## src/rtl/fetch_pkg.sv

```systemverilog
`default_nettype none
// ============================================================================
//  Module      : fetch_pkg
//  Description : Shared definitions for the instruction fetch stage and the
//                decoder: FSM state encoding, instruction geometry constants
//                and the opcode-to-length decode.
//  Revision    : 1.0  initial release
// ============================================================================
package fetch_pkg;

  // Fetch FSM states
  typedef enum logic [1:0] {
    S_IDLE = 2'd0,
    S_REQ  = 2'd1,
    S_WAIT = 2'd2,
    S_OUT  = 2'd3
  } fetch_state_t;

  localparam int MAX_LEN = 3;   // longest instruction, in bytes
  localparam int INSTR_W = 24;  // assembled instruction width

  // Instruction length from the opcode's two top bits:
  // 00 -> 1 byte, 01 -> 2 bytes, 1x -> 3 bytes.
  function automatic logic [1:0] decode_len(input logic [7:0] opcode);
    logic [1:0] len;
    casez (opcode)
      8'b00??????: len = 2'd1;
      8'b01??????: len = 2'd2;
      default:     len = 2'd3;
    endcase
    return len;
  endfunction

endpackage : fetch_pkg
`default_nettype wire

```

## src/rtl/fetch_unit.sv

```systemverilog
`default_nettype none
// ============================================================================
//  Module      : fetch_unit
//  Description : Instruction fetch stage in front of a byte-wide ROM with a
//                one-cycle registered response. Reads 1..3 bytes per
//                instruction (length from opcode[7:6]), assembles them and
//                offers the result to the decoder with a valid/accept
//                handshake. A redirect from execute abandons the current
//                fetch and restarts at a new PC.
//  Revision    : 1.0  initial release
// ----------------------------------------------------------------------------
//  Ports
//    clk, rst          clock, synchronous active-high reset
//    rom_read          one-cycle read strobe, at most one read outstanding
//    rom_address       byte address, valid while rom_read=1
//    rom_ready         ROM data valid (sampled only while waiting for it)
//    rom_data          ROM byte
//    instr_valid       assembled instruction available
//    instr             {byte2, byte1, opcode}, unused bytes zero
//    instr_len         instruction length in bytes (1..3)
//    instr_pc          address of the opcode byte
//    instr_accept      decoder consumes the instruction
//    redirect_valid    load redirect_addr as new PC, drop current fetch
//    redirect_addr     redirect target
// ============================================================================
module fetch_unit
  import fetch_pkg::*;
#(
  parameter int size_addr    = 8,
  parameter int reset_vector = 0
) (
  input  logic                 clk,
  input  logic                 rst,
  output logic                 rom_read,
  output logic [size_addr-1:0] rom_address,
  input  logic                 rom_ready,
  input  logic [7:0]           rom_data,
  output logic                 instr_valid,
  output logic [INSTR_W-1:0]   instr,
  output logic [1:0]           instr_len,
  output logic [size_addr-1:0] instr_pc,
  input  logic                 instr_accept,
  input  logic                 redirect_valid,
  input  logic [size_addr-1:0] redirect_addr
);

  localparam logic [size_addr-1:0] c_reset_pc = size_addr'(reset_vector);

  fetch_state_t         r_state;
  logic [size_addr-1:0] r_pc;
  logic [1:0]           r_cnt;

  logic [1:0]           w_len;
  logic                 w_last;
  logic [size_addr-1:0] w_next_byte_addr;
  logic [size_addr-1:0] w_next_pc;

  // While the opcode itself is arriving the latched length is stale, so the
  // length is taken straight from the incoming byte.
  assign w_len  = (r_cnt == 2'd0) ? decode_len(rom_data) : instr_len;
  assign w_last = ((r_cnt + 2'd1) == w_len) || (r_cnt == 2'(MAX_LEN - 1));

  // Address arithmetic is size_addr bits wide, so it wraps naturally.
  assign w_next_byte_addr = r_pc + size_addr'(r_cnt) + size_addr'(1);
  assign w_next_pc        = r_pc + size_addr'(instr_len);

  always_ff @(posedge clk) begin
    if (rst) begin
      r_state     <= S_IDLE;
      r_pc        <= c_reset_pc;
      r_cnt       <= 2'd0;
      rom_read    <= 1'b0;
      rom_address <= c_reset_pc;
      instr_valid <= 1'b0;
      instr       <= '0;
      instr_len   <= 2'd0;
      instr_pc    <= c_reset_pc;
    end else if (redirect_valid) begin
      // Redirect overrides everything, including an accept in S_OUT: the
      // handshake still completes but the PC comes from the redirect.
      r_state     <= S_REQ;
      r_pc        <= redirect_addr;
      r_cnt       <= 2'd0;
      rom_read    <= 1'b1;
      rom_address <= redirect_addr;
      instr_valid <= 1'b0;
      instr       <= '0;
    end else begin
      case (r_state)
        S_IDLE: begin
          r_state     <= S_REQ;
          rom_read    <= 1'b1;
          rom_address <= r_pc + size_addr'(r_cnt);
        end

        S_REQ: begin
          r_state  <= S_WAIT;
          rom_read <= 1'b0;
        end

        S_WAIT: begin
          rom_read <= 1'b0;
          if (rom_ready) begin
            case (r_cnt)
              2'd0: begin
                // Opcode starts a new instruction: clear the upper slots.
                instr     <= {16'h0000, rom_data};
                instr_len <= w_len;
                instr_pc  <= r_pc;
              end
              2'd1:    instr[15:8]  <= rom_data;
              default: instr[23:16] <= rom_data;
            endcase
            if (w_last) begin
              r_state     <= S_OUT;
              instr_valid <= 1'b1;
            end else begin
              r_cnt       <= r_cnt + 2'd1;
              r_state     <= S_REQ;
              rom_read    <= 1'b1;
              rom_address <= w_next_byte_addr;
            end
          end
        end

        S_OUT: begin
          if (instr_accept) begin
            r_pc        <= w_next_pc;
            r_cnt       <= 2'd0;
            instr_valid <= 1'b0;
            r_state     <= S_REQ;
            rom_read    <= 1'b1;
            rom_address <= w_next_pc;
          end
        end

        default: begin
          r_state  <= S_IDLE;
          rom_read <= 1'b0;
        end
      endcase
    end
  end

endmodule : fetch_unit
`default_nettype wire

```

## config.mk

```make
export PLATFORM = sky130hd
export DESIGN_NAME = fetch_unit
export DESIGN_NICKNAME = d
export VERILOG_FILES = /design/src/rtl/fetch_pkg.sv /design/src/rtl/fetch_unit.sv
export SDC_FILE = /design/constraint.sdc
export NUM_CORES = 1
export LEC_CHECK = 0
export ABC_AREA = 1
export CAP_MARGIN = 20
export CORE_MARGIN = 2
export CORE_UTILIZATION = 46
export CTS_CLUSTER_DIAMETER = 150
export DETAILED_ROUTE_END_ITERATION = 16
export MAX_ROUTING_LAYER = met4
export PLACE_DENSITY = 0.8
export SLEW_MARGIN = 20
export SYNTH_ARGS = -nofsm -noshare
export SYNTH_HDL_FRONTEND = slang
export SYNTH_SLANG_ARGS = --single-unit
```

## constraint.sdc

```tcl
create_clock -name clk -period 2.05 [get_ports clk]
set_clock_uncertainty 0.2 [all_clocks]
set_input_delay 0.3075 -clock clk [delete_from_list [all_inputs] [get_ports clk]]
set_output_delay 0.3075 -clock clk [all_outputs]
set_load 0.02 [all_outputs]
```

# --- Yosys cells after proc, flatten, opt, wreduce, memory -nomap -nowiden ---
# Cells that the tools add are included.
classes:
  addsub: 4
  n_eq_ne: 14
  mux: 29
  bitwise_logic: 2
  reduce_logical: 20
op_table:
  columns: ["operator", "n"]
  rows:
  - ["8-bit 2-to-1 mux", 6]
  - ["8-bit one-hot mux with 2 select lines", 2]
  - ["8-bit one-hot mux with 3 select lines", 1]
  - ["8-bit by 2-bit adder with 8-bit output", 2]
  - ["4-bit AND reduction", 4]
  - ["2-bit 2-to-1 mux", 7]
  - ["3-bit != test, second input constant", 3]
  - ["3-bit AND reduction", 3]
  - ["8-bit by 1-bit adder with 8-bit output, second input constant", 1]
  - ["1-bit 2-to-1 mux", 8]
  - ["2-bit != test, second input constant", 4]
  - ["2-bit one-hot mux with 2 select lines", 2]
  - ["2-bit one-hot mux with 4 select lines", 1]
  - ["2-bit nonzero test", 4]
  - ["2-bit by 1-bit equality test with 1-bit output, second input constant", 3]
  - ["2-bit equality test, second input constant", 3]
  - ["2-bit logical NOT", 3]
  - ["2-bit AND reduction", 3]
  - ["1-bit one-hot mux with 4 select lines", 1]
  - ["4-bit nonzero test", 1]
  - ["2-bit by 1-bit adder with 2-bit output, second input constant", 1]
  - ["2-bit equality test", 1]
  - ["1-bit inverter", 2]
  - ["1-bit one-hot mux with 2 select lines", 1]
  - ["other kinds (2)", 2]
totals:
  ff_bits: 56
  input_bits: 21
  elab_cells: 81

# --- Longest topological paths before layout ---
# Gate-level depths: netlist of run 1.
logic_depth:
  word_depth: 9
  ltp_mapped: 15
  mapped_depth_nobuf: 15

# --- Worst setup path after synthesis of run 1 ---
# No wires, ideal clock.
synth_timing:
  path_type: "reg2reg"
  start: "reg r_cnt[0]"
  end: "reg rom_address[6]"
  setup_ns: 0.066
  arrival_time_ns: 1.961
  required_ns: 1.784
  path_slack_ns: -0.177
  stages_incl_launch_ff: 12
  n_path_buf: 0
  synth_period_minus_slack_ns: 2.227
  cell_sequence: "dfxtp_1 -> ha_1 -> fa_1 -> ha_1 -> inv_1 -> nor2_1 -> nand3_1 -> nor2_2 -> nor2_1 -> o21bai_1 -> nand2_1 -> a21oi_2"
synth_between:
  elab_chain_cells: 6
  word_cells_on_any_way: 14
synth_lines:
  columns: ["element", "line", "rtl"]
  rows:
  - ["start: declaration", "fetch_unit.sv:51", "logic [1:0] r_cnt;"]
  - ["start signal: assignment", "fetch_unit.sv:118", "r_cnt <= r_cnt + 2'd1;"]
  - ["8-bit by 2-bit adder with 8-bit output or 2-bit logical NOT (tied branches)", "fetch_unit.sv:64, fetch_unit.sv:93, fetch_unit.sv:60", null]
  - ["8-bit by 1-bit adder with 8-bit output or 2-bit 2-to-1 mux (tied branches)", "fetch_unit.sv:64, fetch_unit.sv:60", null]
  - ["8-bit 2-to-1 mux or 2-bit equality test (tied branches)", "fetch_unit.sv:114, fetch_unit.sv:61", null]
  - ["8-bit 2-to-1 mux or 1-bit logical OR (tied branches)", "fetch_unit.sv:103, fetch_unit.sv:61", null]
  - ["8-bit one-hot mux with 3 select lines or 3-bit != test (tied branches)", null, null]
  - ["8-bit 2-to-1 mux or 4-bit AND reduction (tied branches)", null, null]
  - ["end signal: assignment", "fetch_unit.sv:85", "rom_address <= redirect_addr;"]
  - ["end signal: assignment", "fetch_unit.sv:93", "rom_address <= r_pc + size_addr'(r_cnt);"]
  - ["end signal: assignment", "fetch_unit.sv:121", "rom_address <= w_next_byte_addr;"]
  - ["end: declaration", "fetch_unit.sv:35", "output logic [size_addr-1:0] rom_address,"]
# Several ways; a longest one is shown, not always the timed one. The select of a mux whose other input is x is not followed.
# A chain may end at the register's enable or synchronous reset.

# --- Worst setup path in the final report of run 1 ---
layout_timing:
  start: "reg r_cnt[0]"
  end: "reg r_cnt[0]"
layout_between:
  elab_chain_cells: 6
  word_cells_on_any_way: 11
layout_lines:
  columns: ["element"]
  rows:
  - ["branches (longest 6 deep; another with 2-bit by 1-bit adder with 2-bit output)"]
# Parallel ways; which one is timed is not known. The select of a mux whose other input is x is not followed.

==> impl_metrics.yaml, run 1 <==
run_status:
  status: "complete, but fails checks"
  violations: "negative setup slack"
cells_and_area:
  antennaDiodeCount: 0
  utilization_pct: 67.88
  fin_nets: 574
  drive_gt1_share_pct: 20.22
  syn_to_final_growth_pct: 40.67
grt:
  grt_max_degree: 25
  grt_pass1_wl_um: 14790
  grt_pass1_vias: 3330
  overflow: 0
  antenna_found_initial: 0
  grt.total_usage_pct: 25.32
setup_path:
  crit_type: "flop to flop"
  cp-startpoint: "r_cnt[0]"
  crit_top_cell: "nand2_1"
  cp_top_family: "simple AND/OR/NAND/NOR gates"
  cp_data_arrival_time_ns: 2.21
  reg2reg_from: "r_cnt[0]"
  max_stage_delay_ns: 0.38
  cp.required_ns: 2.08
  endpoint_kind: "flop"
  startpoint_type: "flop"
  r2r_slack_ns: -0.14
  cp_max_fo: 6
  crit_end: "r_cnt[0]"
  critical_path_depth: 15
  path_cells: "buf_4, buf_6, inv_4, ha_4, or2_1, nand2_1, nand2_1, nand3_2, nand2_2, nand2_4, nand2_4, nor2_4, o21ai_1, nand2_1, nor2_1"
  path_buf_inv: 3
  cp_slowest_cell: "dfxtp_4"
  r2r_end: "r_cnt[0]"
  r2r_cells: 15
synthesis:
  avgSynthCellArea_um2: 7.116
  ys_seq_elements: 56
  netlist_instances: 438
  synth_area_leaders: "dfxtp_1, nand2_1, nand3_1"
  synth_top_area_cell: "dfxtp_1"
  yosysWarnings: 0
  syn_area_mm2: 0.003117
  syn_nets: 474
  ys_seq_area_share_pct: 35.97
  synth_top_area_share_pct: 35.97
  yosysUniqueCellTypes: 40
die:
  ios: 65
  dieHeight_um: 86.32
  die_area_mm2: 0.007450
  start_util_pct: 48.26
  design.core.area_mm2: 0.006459
  fp-row-count: 29
  die_w_um: 86.32
cts:
  cts_max_level: 2
  tritoncts: "built"
  root_buffer: "clkbuf_8"
  cts-buffers-inserted: 5
  cts_buffer_depth: 2
  clkTransAtPathRegs_ns: 0.11
  worst_skew_pair.late_latency_ns: 0.32
  cts.sinks: 56
timing:
  holdWs_ns: 0.2730
  worst_slack_ns: -0.1352
  setup_viol: 12
  period_minus_slack_ns: 2.185
  timing.final.crit_share_pct: 106.6
  finalMaxSlewViolations: 0
  hold_viol_final: 0
  fmax_ghz: 0.4576
  slew_headroom_pct: 69.19
  worst_slew_pin_slew_ns: 0.4615
  grt_setup_unrepaired: "yes"
placed_design:
  pre_cts_slack_ns: -0.1584
  globalplace.congestion: 0.9243
  place.port_buffers: 64
  dp_hpwl_um: 6672
power:
  cellPowerDensity_mw_per_mm2: 535.2
  p_leak_nw: 1.788
  peakVddDrop_mv: 0.3004
  power_w: 0.002346
detailed_routing:
  routed_wl_um: 8951
  drtAntennaViolNets: 0
  drt_iter0_markers: 155
  avgRoutedWirePerCell_um: 14.53
  drc: 0
  via_count: 3325
  via_per_inst: 5.398
  firstDrtPassIters: 4
min_path:
  holdCritPathClass: "flop to flop"
run:
  maxCapViolations: 0
==> flip-flops by register name, indices dropped and copies added (netlist names) <==
name / flops
instr_pc: 8
r_state: 2
instr_len: 2
r_pc: 8
instr: 24
rom_read: 1
rom_address: 8
instr_valid: 1
r_cnt: 2
==> stage by stage <==
stage               std cells  area, um2  TNS, ns
detailed placement        602       4121   -1.229
floorplan                 438       3166  -0.1474
global route              616       4384   -2.332
global placement          602       4121  -0.7176
finish                    616       4384   -1.141
CTS                       612       4287  -0.5489
==> where the power goes <==
part / total (W) / switching [W] / internal, W
clock network: 0.000760 / 0.000377 / 0.000383
logic: 0.000436 / 0.000242 / 0.000194
registers: 0.00115 / 0.0000323 / 0.00112
==> cells by family after synthesis <==
| kind of cell | Yosys count | share of synthesized area, % |
|---|---|---|
| AND/OR/NAND/NOR | 218 | 32.68 |
| XOR/XNOR | 2 | 0.5621 |
| buffers and inverters | 52 | 7.266 |
| adder cells (fa/ha/maj) | 15 | 6.504 |
| AO/OA/AOI/OAI | 95 | 17.02 |
| flip-flops | 56 | 35.97 |
==> synth_stat cells <==
cell type	number
clkinv_1	1
o21ai_1	3
o21ai_2	1
buf_6	3
clkbuf_1	5
o21ai_0	36
a21oi_1	36
o211ai_1	1
nand4_1	1
a21oi_2	1
buf_2	4
dfxtp_1	56
nand3b_1	3
nand3_2	2
or2_2	1
fa_1	2
buf_4	1
nor3_1	1
nand2_1	90
buf_1	1
nor2_1	41
nor2_4	4
a21oi_4	1
nand2_4	2
nor2_8	1
a31oi_1	10
nor2_2	4
o221ai_1	1
o22ai_1	1
nand3_1	57
inv_1	29
a211oi_1	1
or2_1	1
inv_2	8
ha_1	13
o21bai_1	1
o22ai_2	1
a22o_1	1
nand2_2	10
xor2_1	2
==> worst reg2reg max path, stage by stage (launching register included) <==
cell and delay, ns:
dfxtp_4 0.38, buf_4 0.11, buf_6 0.10, inv_4 0.04
ha_4 0.18, or2_1 0.24, nand2_1 0.09, nand2_1 0.07
nand3_2 0.10, nand2_2 0.08, nand2_4 0.13, nand2_4 0.08
nor2_4 0.11, o21ai_1 0.08, nand2_1 0.07, nor2_1 0.04
==> layout by cell type, fill, tap and decap left out, types with 3 or more instances in the layout <==
cell type / count
a21oi_1: 36
a31oi_1: 10
buf_4: 40
clkbuf_8: 7
clkdlybuf4s50_1: 64
dfxtp_1: 52
ha_1: 10
ha_4: 3
inv_1: 27
inv_2: 9
nand2_1: 88
nand2_2: 10
nand3_1: 53
nand3_2: 5
nand3b_1: 3
nor2_1: 39
nor2_2: 4
nor2_4: 6
o21ai_0: 28
o21ai_1: 8
o21ai_2: 4
==> timing repair <==
action,CTS,global route
hold buffers,0,0
setup buffers,2,4
endpoints found under the setup margin,11,11
pin swaps,6,15
gates resized for setup,15,14
==> cell type report <==
cell class              count  area, um2
clock buffers               8      121.4
repair buffers            107      992.2
fillers                   565       2074
inverters                  38      145.1
flip-flops and latches     56       1131
well taps                  77      96.34
multi-input cells         330       1898
==> layer usage <==
metal / global-route usage, % / routed length, um
met1: 27.13 / 3570
met2: 45.17 / 4653
met3: 5.905 / 469
met4: 9.943 / 257
met5: - / 0
==> how the worst min path moves through the flow <==
stage | start | endpoint | slack, ns | cells after the start
finish | instr[5] | instr[5] | 0.27 | 2
global route | rom_address[4] | rom_address[4] | 0.29 | 2
CTS | rom_address[4] | rom_address[4] | 0.27 | 2
detailed placement | instr[5] | instr[5] | 0.25 | 2
global placement | instr[7] | instr[7] | 0.25 | 2
floorplan | rst | r_state[0] | 0.18 | 1
Note: power is estimated with default switching activity, not from simulation.
==> inputs of run 2 (changes only) <==
--- a/config.mk
+++ b/config.mk
@@ -6,7 +6,6 @@
 export NUM_CORES = 1
 export LEC_CHECK = 0
 export ABC_AREA = 1
-export CAP_MARGIN = 20
 export CORE_MARGIN = 2
 export CORE_UTILIZATION = 46
 export CTS_CLUSTER_DIAMETER = 150
==> results of run 2 <==
Final layout, timing and power as in run 1 (identical DEF).
==> RTL edit 1, RTL diff (settings of run 2) <==
The 4 states of `fetch_state_t` get a one-hot encoding in 4 bits.
--- a/src/rtl/fetch_pkg.sv
+++ b/src/rtl/fetch_pkg.sv
@@ -10,9 +10,9 @@
 
   // Fetch FSM states
-  typedef enum logic [1:0] {
-    S_IDLE = 2'd0,
-    S_REQ  = 2'd1,
-    S_WAIT = 2'd2,
-    S_OUT  = 2'd3
+  typedef enum logic [3:0] {
+    S_IDLE = 4'b0001,
+    S_REQ  = 4'b0010,
+    S_WAIT = 4'b0100,
+    S_OUT  = 4'b1000
   } fetch_state_t;
 
Check against the original RTL: same outputs for any inputs over 4 cycles, from zero or initial values and one cycle with rst high; so few cycles prove little.
==> RTL edit 1 against run 2 <==
  * The run still ends with negative setup slack left
  * Setup slack got worse by 77 ps
  * Die area fell by 1.4%
  * Cell area fell by 0.57%
  * Power rose by 3.7%
  * Routed wire length rose by 1.4%
  * Sequential cell count rose by 2
  * Synthesized area fell by 1.5%
  * Critical endpoint is now rom_address[6]
==> RTL edit 1: results (changes against run 2) <==
- Status: finished, violations left
- Failing checks: negative setup slack
- Met3 WL: 489 µm (+4.3%)
- Final non-clock buffer share: 21.47% (-1.2 points)
- Worst Path Max Fanout: 3 (-3)
- Slowest library cell on the worst path: fa_2
- Top cell type's share of synthesized area: 37.82% (+1.8 points)
- Met1 Usage GRT: 33.05% (+5.9 points)
- Gr usage total: 25.43% (+0.11 points)
- Seq/total area: 26.72% (+0.92 points)
- WL met2: 4.242 mm (-8.8%)
- Largest net degree at the start of global routing: 20 (-20%)
- Fin Setup TNS: -858.6 ps (+282.6 ps)
- Multi-input comb cells: 314 (-4.8%)
- Average cell area after synthesis: 7.124 µm² (+0.11%)
- Synth top area cells: dfxtp_1, nand2_1, a21oi_1, o21ai_0, nand3_1
- Final setup fails: 6 (-6)
- Synth unique cells: 42 (+5.0%)
- Crit path largest cell delay: 620 ps (+240 ps)
- Gpl congestion: 0.9095 (-1.6%)
- Hold Crit Start: instr[13]
- H-tree depth: 3 (+1)
- Total CTS buffers: 9 (+4)
- Final #Nets: 561 (-2.3%)
- Sequential share of power: 48.6% (-0.4 points)
- Met3 Use GR: 4.716% (-1.2 points)
- Sw Share: 28.78% (+1.0 points)
- Critical path's top delay family: adder cells
- Post-Place Worst Slack: -150.3 ps (+8.132 ps)
- DR WL/cell: 14.85 µm (+2.2%)
- Via count: 3247 (-2.3%)
- Post-DP HPWL: 6.491 mm (-2.7%)
- DRT iter0 DRCs: 293 (+89%)
- Multi-input combinational area share: 41.70% (-1.6 points)
- Worst reg2reg setup slack: -210 ps (-80 ps)
- Total power: 2.432 mW (+3.7%)
- VDD IR max: 0.3724 mV (+24%)
- WHS: 255.0 ps (-18.03 ps)
- Critical R2R Capture: rom_address[6]
- Comb pwr share: 14.4% (-4.2 points)
- Fin worst setup slack: -212.6 ps (-77.41 ps)
- Worst-Margin Slew: 438.1 ps (-23.47 ps)
- Syn Nets: 462 (-2.5%)
- Non-clock buffer count: 100 (-6.5%)
- Clock network area share: 3.645% (+0.88 points)
- Clk slew on worst S/H paths: 70 ps (-40 ps)
- First-pass GRT wire length: 14.29 mm (-3.4%)
-- RTL edit 1: cell count changes after synthesis, moves of 3 or more --
cell,delta
nand3_1,-29
o21ai_0,-6
nand2_2,-6
a31oi_1,-6
inv_2,+3
nand4_1,+3
nand2_1,+21
a21oi_1,+10
inv_1,+3
nor3_1,+5
nor3_2,+3
ha_1,-5
nor2_1,-10
-- RTL edit 1: cell families (layout without fill, tap and decap cells) --
family | Yosys count | count (layout) | synth area share [%]
simple gates | 204 | 204 | 31.13
compound gates | 96 | 96 | 16.87
buf+inv | 59 | 162 | 8.231
flops | 58 | 58 | 37.82
fa+ha+maj | 10 | 10 | 4.564
xor+xnor | 4 | 4 | 1.386
-- RTL edit 1: what timing repair did --
item | in CTS | in global routing
setup buffers | 3 | 3
gates resized for setup | 11 | 28
pin swaps | 8 | 20
endpoints found under the hold margin | 0 | 0
setup endpoints to repair | 13 | 16
==> RTL edit 2, RTL diff (config.mk and constraints of run 2) <==
Made on the original files. Change the parameter `size_addr` from 8 to 16.
--- a/src/rtl/fetch_unit.sv
+++ b/src/rtl/fetch_unit.sv
@@ -27,5 +27,5 @@
   import fetch_pkg::*;
 #(
-  parameter int size_addr    = 8,
+  parameter int size_addr    = 16,
   parameter int reset_vector = 0
 ) (
Interface: changed (resized instr_pc, redirect_addr and rom_address); port bits go from 65 to 89. The function was not compared with the original's and may differ.
==> RTL edit 2 against run 2 <==
  * The run still ends with negative setup slack left
  * Setup slack got worse by 350 ps
  * Synthesized cell count is 58% higher
  * Routed wire length grew 93%
  * Count of clock-buffer cells in the layout is 2 higher
  * Power up 56%
  * Cell area up 67%
  * Sequential cell count up 24
  * Synthesized area is 51% higher
  * Non-clock buffer count is 88 higher
  * Largest cell class unchanged
  * Highest routed layer unchanged
==> RTL edit 2: results (changes against run 2) <==
- Status: finished, violations left
- Failing checks: negative setup slack
- Crit path largest cell delay: 540 ps (+160 ps)
- Fin worst setup slack: -489.4 ps (-354.2 ps)
- Drt total wl: 17.25 mm (+93%)
- Synth Area in Compound Gates: 17.62% (+0.60 points)
- Number of synthesized flops with an enable pin: 0 (unchanged)
- Critical path's top delay family: adder cells
- Largest register by flop count: instr
- Worst-Margin Slew: 410.3 ps (-51.19 ps)
- Final #Nets: 916 (+60%)
- Average cell area after synthesis: 6.795 µm² (-4.5%)
- Mux share of post-synthesis cell area: 0% (unchanged)
- H-tree depth: 3 (+1)
- Largest net degree at the start of global routing: 32 (+28%)
- Worst Path Max Fanout: 5 (-1)
- Leak: 3.005 nW (+68%)
- Total CTS buffers: 9 (+4)
- WL met2: 8.986 mm (+93%)
- Critical Path AT: 2600 ps (+390 ps)
- VDD IR max: 0.3710 mV (+24%)
- Gpl congestion: 0.9244 (about the same)
- Met3 Use GR: 5.566% (-0.34 points)
- Syn Nets: 738 (+56%)
- Post-synth top cells: nand2_1, dfxtp_1, nand3_1, inv_1, a21oi_1
- Post-Synth XOR/XNOR Area: 2.786% (+2.2 points)
- Fin Setup TNS: -5942 ps (-4801 ps)
- Post-Place Worst Slack: -361.9 ps (-203.5 ps)
- Met2 Use GR: 53.59% (+8.4 points)
- Async S/R FF share, synth: 0% (unchanged)
- Synth Warn #: 0 (unchanged)
- Gr usage total: 30.22% (+4.9 points)
- DRT iter0 DRCs: 283 (+83%)
- Final setup fails: 21 (+9)
- Synthesized-area fraction occupied by adder cells: 4.298% (-2.2 points)
- Post-DP HPWL: 11.98 mm (+80%)
- Met1 Usage GRT: 32.32% (+5.2 points)
- Initial antenna violation count: 0 (unchanged)
- Drt first pass iters: 5 (+1)
- Slowest library cell on the worst path: fa_2
- Met1 Wirelength: 6.648 mm (+86%)
- Worst-Skew Late Latency: 370 ps (+50 ps)
- Synth unique cells: 42 (+5.0%)
- DR WL/cell: 17.08 µm (+18%)
- First-pass GRT wire length: 26.19 mm (+77%)
- Placed Cells: 977 (+62%)
- Met3 WL: 915 µm (+95%)
- Sequential-to-total area share from yosys stat: 33.96% (-2.0 points)
- I/O Buffers: 88 (+38%)
- Vias per cell: 5.529 (+2.4%)
- Vias in the first global route: 5582 (+68%)
- Largest register FFs: 24 (unchanged)
- Clk slew on worst S/H paths: 90 ps (-20 ps)
## RTL edit 2: area by class of cell
class	instances	area, µm²
Timing Repair Buffer	195	1866
Multi-Input combinational cell	519	3242
Tap cell	133	166.4
Sequential cell	80	1608
Inverter	67	265.3
Clock inverter	6	51.30
Clock buffer	10	127.6
Fill cell	734	2539
## RTL edit 2: worst paths after layout
path,startpoint,to,slack [ps],cells past startpoint
worst min-delay path,instr[1],instr[1],270,2
worst max-delay path,r_cnt[0],rom_address[8],-490,14
worst max register to register,r_cnt[0],rom_address[8],-490,14
worst min register to register,instr[1],instr[1],270,2
## RTL edit 2: what timing repair did
item | CTS | global route
pin swaps | 16 | 51
setup endpoints to repair | 29 | 56
setup buffers | 4 | 12
gates cloned | 2 | 3
resized for setup | 58 | 85
## RTL edit 2: power by group through the flow
stage	clock network [mW]	registers [mW]	logic, mW
floorplan	0	1.72	0.342
global placement	0	1.70	0.703
detailed placement	0	1.70	0.720
CTS	1.12	1.66	0.786
global route	1.19	1.68	0.920
finish	1.12	1.67	0.858
